<file path="src/rtl/muldiv_pkg.sv">
// Shared definitions for the sequential multiply/divide unit: opcodes,
// FSM state encoding, iteration count and conditional-negate helpers.
package muldiv_pkg;

  typedef enum logic [2:0] {
    OP_MULT  = 3'b000,
    OP_MULTU = 3'b001,
    OP_DIV   = 3'b010,
    OP_DIVU  = 3'b011,
    OP_MTHI  = 3'b100,
    OP_MTLO  = 3'b101
  } op_e;

  typedef enum logic [1:0] {
    ST_IDLE = 2'b00,
    ST_CALC = 2'b01,
    ST_FIX  = 2'b10,
    ST_DONE = 2'b11
  } state_e;

  localparam int ITER_COUNT = 32;
  localparam int CNT_W      = 5;
  localparam logic [CNT_W-1:0] CNT_LAST = CNT_W'(ITER_COUNT - 1);

  // Two's-complement negate when neg is set; doubles as absolute value.
  function automatic logic [31:0] cond_neg32(input logic [31:0] value, input logic neg);
    logic [31:0] result;
    if (neg) begin
      result = (~value) + 32'd1;
    end else begin
      result = value;
    end
    return result;
  endfunction

  function automatic logic [63:0] cond_neg64(input logic [63:0] value, input logic neg);
    logic [63:0] result;
    if (neg) begin
      result = (~value) + 64'd1;
    end else begin
      result = value;
    end
    return result;
  endfunction

endpackage

</file>
<file path="src/rtl/muldiv_step.sv">
// One iteration of the shared datapath: shift-add multiply step or
// restoring-division step on the 64-bit working accumulator.
module muldiv_step
  import muldiv_pkg::*;
(
  input  logic        is_div,
  input  logic [63:0] acc,
  input  logic [31:0] operand,
  output logic [63:0] acc_next
);

  logic [32:0] sum_s;
  logic [32:0] rem_shift_s;
  logic [31:0] diff_s;
  logic        fits_s;

  // Multiply consumes the multiplier LSB-first from acc[31:0]; divide shifts
  // the dividend out of acc[31:0] into the remainder while quotient bits
  // enter from the right.
  always_comb begin
    sum_s       = {1'b0, acc[63:32]} + (acc[0] ? {1'b0, operand} : 33'd0);
    rem_shift_s = {acc[63:32], acc[31]};
    fits_s      = (rem_shift_s >= {1'b0, operand});
    diff_s      = rem_shift_s[31:0] - operand;
    if (is_div) begin
      if (fits_s) begin
        acc_next = {diff_s, acc[30:0], 1'b1};
      end else begin
        acc_next = {rem_shift_s[31:0], acc[30:0], 1'b0};
      end
    end else begin
      acc_next = {sum_s, acc[31:1]};
    end
  end

endmodule

</file>
<file path="src/rtl/muldiv_seq.sv">
// Sequential 32-bit MULT/MULTU/DIV/DIVU unit with architectural HI/LO,
// MTHI/MTLO moves, flush and synchronous active-low reset.
module muldiv_seq
  import muldiv_pkg::*;
#(
  parameter int WIDTH = 32
) (
  input  logic             Clk,
  input  logic             Rst_n,
  input  logic             Start,
  input  logic [2:0]       Op,
  input  logic [WIDTH-1:0] busA,
  input  logic [WIDTH-1:0] busB,
  input  logic             Flush,
  output logic             Busy,
  output logic             Done,
  output logic [WIDTH-1:0] HiRe,
  output logic [WIDTH-1:0] LoRe
);

  state_e           state_r;
  state_e           state_nxt_s;
  logic [CNT_W-1:0] cnt_r;
  logic [63:0]      acc_r;
  logic [31:0]      opnd_r;
  logic             is_div_r;
  logic             neg_q_r;
  logic             neg_r_r;
  logic             busy_r;
  logic             done_r;
  logic [WIDTH-1:0] hi_r;
  logic [WIDTH-1:0] lo_r;

  logic             is_mul_s;
  logic             is_div_op_s;
  logic             is_signed_s;
  logic             is_mthi_s;
  logic             is_mtlo_s;
  logic             div_zero_s;
  logic             a_neg_s;
  logic             b_neg_s;
  logic [31:0]      mag_a_s;
  logic [31:0]      mag_b_s;
  logic             issue_s;
  logic             load_s;
  logic             load_zero_s;
  logic             mthi_we_s;
  logic             mtlo_we_s;
  logic             step_s;
  logic             fix_s;
  logic             commit_s;
  logic [63:0]      step_acc_s;
  logic [63:0]      fix_acc_s;

  // Opcode decode
  always_comb begin
    is_mul_s    = 1'b0;
    is_div_op_s = 1'b0;
    is_signed_s = 1'b0;
    is_mthi_s   = 1'b0;
    is_mtlo_s   = 1'b0;
    case (Op)
      OP_MULT:  begin is_mul_s = 1'b1;    is_signed_s = 1'b1; end
      OP_MULTU: begin is_mul_s = 1'b1;    end
      OP_DIV:   begin is_div_op_s = 1'b1; is_signed_s = 1'b1; end
      OP_DIVU:  begin is_div_op_s = 1'b1; end
      OP_MTHI:  begin is_mthi_s = 1'b1;   end
      OP_MTLO:  begin is_mtlo_s = 1'b1;   end
      default:  begin is_mul_s = 1'b0;    end
    endcase
  end

  assign div_zero_s = is_div_op_s && (busB == {WIDTH{1'b0}});
  assign a_neg_s    = is_signed_s & busA[WIDTH-1];
  assign b_neg_s    = is_signed_s & busB[WIDTH-1];
  assign mag_a_s    = cond_neg32(busA, a_neg_s);
  assign mag_b_s    = cond_neg32(busB, b_neg_s);

  // FSM state register
  always_ff @(posedge Clk) begin
    if (!Rst_n) begin
      state_r <= ST_IDLE;
    end else begin
      state_r <= state_nxt_s;
    end
  end

  // FSM next-state logic; Flush overrides everything but reset
  always_comb begin
    state_nxt_s = state_r;
    if (Flush) begin
      state_nxt_s = ST_IDLE;
    end else begin
      case (state_r)
        ST_IDLE: begin
          if (load_s) begin
            state_nxt_s = ST_CALC;
          end else if (load_zero_s) begin
            state_nxt_s = ST_DONE;
          end else begin
            state_nxt_s = ST_IDLE;
          end
        end
        ST_CALC: begin
          if (cnt_r == CNT_LAST) begin
            state_nxt_s = ST_FIX;
          end else begin
            state_nxt_s = ST_CALC;
          end
        end
        ST_FIX:  state_nxt_s = ST_DONE;
        ST_DONE: state_nxt_s = ST_IDLE;
        default: state_nxt_s = ST_IDLE;
      endcase
    end
  end

  // FSM output/control decode; Start is only honoured in IDLE
  always_comb begin
    issue_s     = (state_r == ST_IDLE) && Start && !Flush;
    load_s      = issue_s && (is_mul_s || (is_div_op_s && !div_zero_s));
    load_zero_s = issue_s && div_zero_s;
    mthi_we_s   = issue_s && is_mthi_s;
    mtlo_we_s   = issue_s && is_mtlo_s;
    step_s      = (state_r == ST_CALC) && !Flush;
    fix_s       = (state_r == ST_FIX) && !Flush;
    commit_s    = (state_r == ST_DONE) && !Flush;
  end

  muldiv_step u_step (
    .is_div   (is_div_r),
    .acc      (acc_r),
    .operand  (opnd_r),
    .acc_next (step_acc_s)
  );

  // Sign correction: divide negates halves independently, multiply the whole product
  always_comb begin
    if (is_div_r) begin
      fix_acc_s = {cond_neg32(acc_r[63:32], neg_r_r), cond_neg32(acc_r[31:0], neg_q_r)};
    end else begin
      fix_acc_s = cond_neg64(acc_r, neg_q_r);
    end
  end

  // Working registers and iteration counter
  always_ff @(posedge Clk) begin
    if (!Rst_n) begin
      acc_r    <= 64'd0;
      opnd_r   <= 32'd0;
      cnt_r    <= {CNT_W{1'b0}};
      is_div_r <= 1'b0;
      neg_q_r  <= 1'b0;
      neg_r_r  <= 1'b0;
    end else if (load_s) begin
      acc_r    <= {32'd0, (is_div_op_s ? mag_a_s : mag_b_s)};
      opnd_r   <= is_div_op_s ? mag_b_s : mag_a_s;
      cnt_r    <= {CNT_W{1'b0}};
      is_div_r <= is_div_op_s;
      neg_q_r  <= a_neg_s ^ b_neg_s;
      neg_r_r  <= is_div_op_s & a_neg_s;
    end else if (load_zero_s) begin
      acc_r    <= {busA, 32'hFFFF_FFFF};
      opnd_r   <= 32'd0;
      cnt_r    <= {CNT_W{1'b0}};
      is_div_r <= 1'b1;
      neg_q_r  <= 1'b0;
      neg_r_r  <= 1'b0;
    end else if (step_s) begin
      acc_r <= step_acc_s;
      cnt_r <= cnt_r + {{(CNT_W-1){1'b0}}, 1'b1};
    end else if (fix_s) begin
      acc_r <= fix_acc_s;
    end else begin
      acc_r <= acc_r;
    end
  end

  // Architectural HI/LO: written by a completing mul/div or by MTHI/MTLO
  always_ff @(posedge Clk) begin
    if (!Rst_n) begin
      hi_r <= {WIDTH{1'b0}};
      lo_r <= {WIDTH{1'b0}};
    end else if (commit_s) begin
      hi_r <= acc_r[63:32];
      lo_r <= acc_r[31:0];
    end else begin
      if (mthi_we_s) begin
        hi_r <= busA;
      end else begin
        hi_r <= hi_r;
      end
      if (mtlo_we_s) begin
        lo_r <= busA;
      end else begin
        lo_r <= lo_r;
      end
    end
  end

  // Registered status outputs
  always_ff @(posedge Clk) begin
    if (!Rst_n) begin
      busy_r <= 1'b0;
      done_r <= 1'b0;
    end else begin
      busy_r <= (state_nxt_s != ST_IDLE);
      done_r <= commit_s;
    end
  end

  assign Busy = busy_r;
  assign Done = done_r;
  assign HiRe = hi_r;
  assign LoRe = lo_r;

endmodule

</file>
<file path="config.mk">
export PLATFORM = sky130hd
export DESIGN_NAME = muldiv_seq
export DESIGN_NICKNAME = d
export VERILOG_FILES = /design/src/rtl/muldiv_pkg.sv /design/src/rtl/muldiv_step.sv /design/src/rtl/muldiv_seq.sv
export SDC_FILE = /design/constraint.sdc
export NUM_CORES = 1
export LEC_CHECK = 0
export CAP_MARGIN = 20
export CELL_PAD_IN_SITES_DETAIL_PLACEMENT = 2
export CELL_PAD_IN_SITES_GLOBAL_PLACEMENT = 2
export CORE_ASPECT_RATIO = 0.5
export CORE_MARGIN = 1
export CORE_UTILIZATION = 37
export CTS_BUF_LIST = sky130_fd_sc_hd__clkbuf_8 sky130_fd_sc_hd__clkbuf_16
export DETAILED_ROUTE_END_ITERATION = 8
export GPL_TIMING_DRIVEN = 0
export PLACE_DENSITY_LB_ADDON = 0.08
export SKIP_CTS_REPAIR_TIMING = 1
export SLEW_MARGIN = 0
export SYNTH_ARGS = -nofsm -noshare
export SYNTH_HDL_FRONTEND = slang
export SYNTH_SLANG_ARGS = --single-unit
</file>
<file path="constraint.sdc">
create_clock -name Clk -period 5.2 [get_ports Clk]
set_input_delay 0.78 -clock Clk [delete_from_list [all_inputs] [get_ports Clk]]
set_output_delay 0.78 -clock Clk [all_outputs]
set_load 0.005 [all_outputs]
</file>
==> impl_results.rst <==
.. list-table::
   :header-rows: 1

   * - Metric
     - Value
   * - Maximum ir drop on the vdd rail
     - around 0.24 mV
   * - Floorplan die area
     - 0.0418 mm2
   * - Number of cells after detailed placement
     - between 2000 and 3000
   * - Synthesized instance count
     - 2050
   * - Effective utilization at floorplan
     - a little under two fifths
   * - Sink Count
     - ~170
   * - Kind of end point of the critical path
     - flop
   * - DR vias
     - roughly 18000
   * - Die height
     - 145 um
   * - Total number of cells along the worst setup path
     - 11
   * - Crit path launch
     - busB[2]
   * - Multi-input gate area in the final layout
     - 0.0109 mm2
   * - Run status
     - finished, violations left
   * - Post-detailed-placement cell area
     - 0.0171 mm2
   * - Final routed DRC violation total
     - 3
   * - Setup slack on the worst flop-to-flop path
     - 0.25 ns
   * - Number of placed I/O pins
     - 137
   * - FILL cells
     - between 4000 and 5000
   * - Worst EP required
     - 5.56 ns
   * - Cell with the most instances on the worst path
     - sky130_fd_sc_hd__nor2_1
   * - Total iterations of the first detailed-routing run
     - 9
   * - Biggest fanout along the worst timing path
     - 10
   * - Number of storage elements in the synthesis netlist
     - 172
   * - Final Max Tran Viols
     - 0
   * - Post-synthesis compound-gate area fraction
     - 28.6%
   * - Antenna violations before repair
     - 4
   * - Routability cong.
     - 0.978
   * - Multiplexer share of the synthesized area
     - 6.57%
   * - Max-cap viol count
     - 0
   * - Xor-xnor portion of the synthesized cell area
     - 9.07%
   * - Final layout net count
     - 2344
   * - Fraction of final layout cells sized beyond drive strength 1
     - 3.84%
   * - Worst reg2reg endpoint
     - acc_r[44]$_SDFFE_PP0P_
   * - Cell with the biggest individual delay on the critical path
     - sky130_fd_sc_hd__nor4_1
   * - Post-Synth Adder-Cell Area
     - a little over 6%
   * - Yosys Warn Count
     - 0
   * - Chain of cells forming the critical path
     - clkdlybuf4s50_1 > or4_1 > clkbuf_1 > nor4b_1 > nand4_1 > nor4_1 > nor2_1 > nand2_1 > nor2_1 > a21oi_1 > o21ai_0
   * - Final Hold Fails
     - 0
   * - Combined global-route utilization of all metal layers
     - roughly 40%
   * - Worst path max stage delay
     - ~0.92 ns
   * - Net count after synthesis
     - 2193
   * - Clock network power share
     - 31.6%
   * - Basic-gate share of the synthesized area counting and, or, nand and nor cells
     - 21.7%
   * - Setup clock skew after layout
     - 0.0180 ns
   * - Fraction of the core area covered by cells at the end of the flow
     - 44.7%
   * - Worst skew pair latency
     - 0.48 ns
   * - Non-Filler Instances
     - around 2700
   * - Final count of negative-setup-slack endpoints
     - 0
   * - Share of synthesized area occupied by flip-flops and latches
     - 22.7%
   * - DR iter-0 viols
     - about 1900
   * - Total non-filler cell area in the finished layout
     - 0.0177 mm2
   * - Row Count
     - 51
   * - Number of buffers added on ports
     - 128
   * - Remaining Overflow, GRT
     - 0
   * - Cell-internal power
     - 0.00247 W
   * - H-tree levels
     - 4
   * - Leakage
     - 7.63 nW
   * - Register cell area after layout
     - 0.00344 mm2
   * - Max Clock Freq
     - 0.198 GHz
   * - Synthesized area
     - approximately 0.015 mm2
   * - Detailed Route WL
     - 85.0 mm
   * - Type of origin of the critical path
     - input pin
   * - Part of the total power dissipated in sequential elements
     - 33.5%
   * - Global-route wire length before repair
     - 123 mm
   * - Library cells used by synthesis
     - 80
   * - RSZ-0062 raised after global routing
     - false
   * - Most used DFF post-synth
     - sky130_fd_sc_hd__dfxtp_1
   * - Min cycle time layout
     - around 5.1 ns
   * - Worst-Margin Slew
     - between 1 and 1.5 ns
   * - Failing checks
     - DRC
   * - Max clock buf depth
     - 2
   * - Worst Setup EP
     - acc_r[45]$_SDFFE_PP0P_
   * - Root buffer selected by CTS
     - sky130_fd_sc_hd__clkbuf_16
   * - Post-synthesis async set-or-reset flop share
     - 0%
   * - Crit path kind
     - input pin to flop
   * - Path type of the worst min-delay path
     - flop to flop
   * - Post-synthesis average cell area
     - 7.39 um2
   * - Arrival time of data at the critical path endpoint
     - 5.42 ns
   * - Psw
     - 0.00172 W
   * - Power Dens Cells
     - between 200 and 250 mW/mm2
   * - Worst-path clk slew
     - 0.08 ns
   * - Accumulated negative setup slack
     - 0 ns
   * - Switching share of power
     - 41.1%
   * - Cell depth of the worst flop-to-flop path
     - 12
   * - Count of nets left with antenna violations after detail routing
     - 0
   * - Diodes inserted
     - 0
   * - Period utilisation layout
     - between 90% and 100%
   * - Number of clock buffers inserted by TritonCTS
     - 17
   * - Max-slew headroom at the worst pin
     - a little under 20%
   * - Detail Placement HPWL
     - 66.0 mm
   * - Worst path bufs/invs
     - 2
   * - Startpoint of the worst-slack reg-to-reg timing path
     - opnd_r[20]$_SDFFE_PN0P_
   * - Combinational fraction of design power
     - 34.9%
   * - EDFF count, synth
     - 0
   * - Main combinational cell family by area after synthesis
     - compound AO/OA/AOI/OAI gates
   * - Horizontal die dimension
     - a little under 300 um
   * - Cell family with the largest share of critical-path delay
     - simple AND/OR/NAND/NOR gates
   * - Worst hold slack across all endpoints
     - roughly 0.48 ns
   * - Average wire per standard cell
     - 31.0 um
   * - Vias in the first global route
     - around 18000
   * - Synth-to-Final Area Change
     - 16.9%
   * - CTS tree
     - yes
   * - Total core area
     - between 0.03 and 0.04 mm2
   * - Maximum number of pins on one net before global-route repair
     - 17
   * - DR vias/cell
     - roughly 6.6
through the flow:
stage               worst slack, ns  power, W
CTS                          -0.160   0.00413
global placement             -0.546   0.00280
floorplan                      1.75   0.00229
detailed placement           -0.625   0.00284
finish                        0.139   0.00419
global route                 0.0377   0.00431
sequential cells by signal, indices dropped and copies added (netlist names), 2 cells and up:
| signal | count |
|---|---|
| state_r | 2 |
| opnd_r | 32 |
| acc_r | 64 |
| HiRe | 32 |
| LoRe | 32 |
| cnt_r | 5 |
Yosys cell counts (14+ instances only):
cell	n	area, um2
sky130_fd_sc_hd__o21ai_0	135	676
sky130_fd_sc_hd__o211a_1	65	651
sky130_fd_sc_hd__or3_1	17	106
sky130_fd_sc_hd__inv_1	58	218
sky130_fd_sc_hd__or4_1	14	105
sky130_fd_sc_hd__xor2_1	74	648
sky130_fd_sc_hd__nor2b_1	21	131
sky130_fd_sc_hd__mux2i_1	95	951
sky130_fd_sc_hd__o211ai_1	22	165
sky130_fd_sc_hd__nand2_1	254	953
sky130_fd_sc_hd__o22ai_1	14	87.6
sky130_fd_sc_hd__o31ai_1	30	225
sky130_fd_sc_hd__buf_1	14	52.6
sky130_fd_sc_hd__a31oi_1	17	106
sky130_fd_sc_hd__ha_1	70	876
sky130_fd_sc_hd__nand3_1	50	250
sky130_fd_sc_hd__o221ai_1	15	131
sky130_fd_sc_hd__nor2_1	185	694
sky130_fd_sc_hd__a21o_1	30	225
sky130_fd_sc_hd__xnor2_1	83	727
sky130_fd_sc_hd__a21boi_0	18	135
sky130_fd_sc_hd__clkbuf_1	131	492
sky130_fd_sc_hd__nor4_1	15	93.8
sky130_fd_sc_hd__a21oi_1	173	866
sky130_fd_sc_hd__nor3_1	50	250
sky130_fd_sc_hd__dfxtp_1	172	3440
sky130_fd_sc_hd__a211oi_1	27	203
cell type report:
cell class,count,share of cell area (%)
tap,530,3.74
buffer,150,3.29
clock buffer,17,2.40
sequential,172,19.4
clock inverter,15,0.671
multi-input combinational,1670,61.8
inverter,58,1.23
timing repair buffer,132,7.47
logic make-up after synthesis:
group                    after synthesis
multiplexers                          99
XOR/XNOR                             157
AND/OR/NAND/NOR                      700
buffers and inverters                208
AO/OA/AOI/OAI                        642
flip-flops                           172
adder cells (fa/ha/maj)               72
power by group through the flow:
stage	combinational, W	clock [W]	sequential (W)
after floorplan	0.000880	0	0.00141
after detailed placement	0.00140	0	0.00143
after global routing	0.00155	0.00136	0.00141
after CTS	0.00142	0.00131	0.00140
after global placement	0.00137	0	0.00143
final	0.00146	0.00132	0.00140
metal layers:
metal / part of all wire [%] / up-vias / routed length [um] / track usage, %
met5: 0.046 / - / 39 / 0
met4: 3.0 / 6 / 2560 / 12.1
met3: 11 / 206 / 8970 / 9.73
met2: 42 / 944 / 35300 / 58.2
met1: 45 / 9153 / 38100 / 57.3
li1: - / 7720 / - / -
worst min path at each step:
stage / slack [ns] / end / depth (start not counted) / start
after floorplan: 0.41 / neg_r_r$_SDFFE_PN0P_ / 2 / neg_r_r$_SDFFE_PN0P_
after global placement: 0.43 / neg_r_r$_SDFFE_PN0P_ / 2 / neg_r_r$_SDFFE_PN0P_
after detailed placement: 0.47 / neg_r_r$_SDFFE_PN0P_ / 2 / neg_r_r$_SDFFE_PN0P_
after CTS: 0.48 / cnt_r[4]$_SDFFE_PP0P_ / 2 / cnt_r[4]$_SDFFE_PP0P_
after global routing: 0.49 / neg_r_r$_SDFFE_PN0P_ / 2 / neg_r_r$_SDFFE_PN0P_
final: 0.48 / cnt_r[4]$_SDFFE_PP0P_ / 2 / cnt_r[4]$_SDFFE_PP0P_
cell usage in the layout (no fill, tap or decap), drive strengths merged, types with 8 or more instances in the layout:
master / Yosys / routed
a31oi: 17 / 17
nand4: 12 / 12
or3: 17 / 17
nor2: 186 / 186
nor3: 53 / 53
o21a: 10 / 10
clkdlybuf4s50: 0 / 128
a21o: 30 / 30
o211a: 65 / 65
nand2b: 13 / 13
a221oi: 14 / 14
and2: 12 / 12
o211ai: 23 / 23
o31ai: 31 / 31
clkbuf: 131 / 148
nand2: 254 / 254
and3: 12 / 12
a21oi: 173 / 173
dfxtp: 172 / 172
or2: 13 / 13
a211oi: 28 / 28
o22ai: 14 / 14
xor2: 74 / 74
o221ai: 15 / 15
o21ai: 138 / 138
xnor2: 83 / 83
o41ai: 10 / 10
nor4: 16 / 16
inv: 58 / 65
ha: 70 / 70
buf: 19 / 23
a21boi: 18 / 18
mux2i: 95 / 95
nor3b: 8 / 8
nor2b: 21 / 21
nand3: 50 / 50
or4: 17 / 17
tightest hold or removal path, stage by stage, from the launching register on:
cell	delay [ns]
sky130_fd_sc_hd__dfxtp_1	0.32
sky130_fd_sc_hd__nand2_1	0.06
sky130_fd_sc_hd__a21oi_1	0.05
Power figures use the tool's default switching activity.
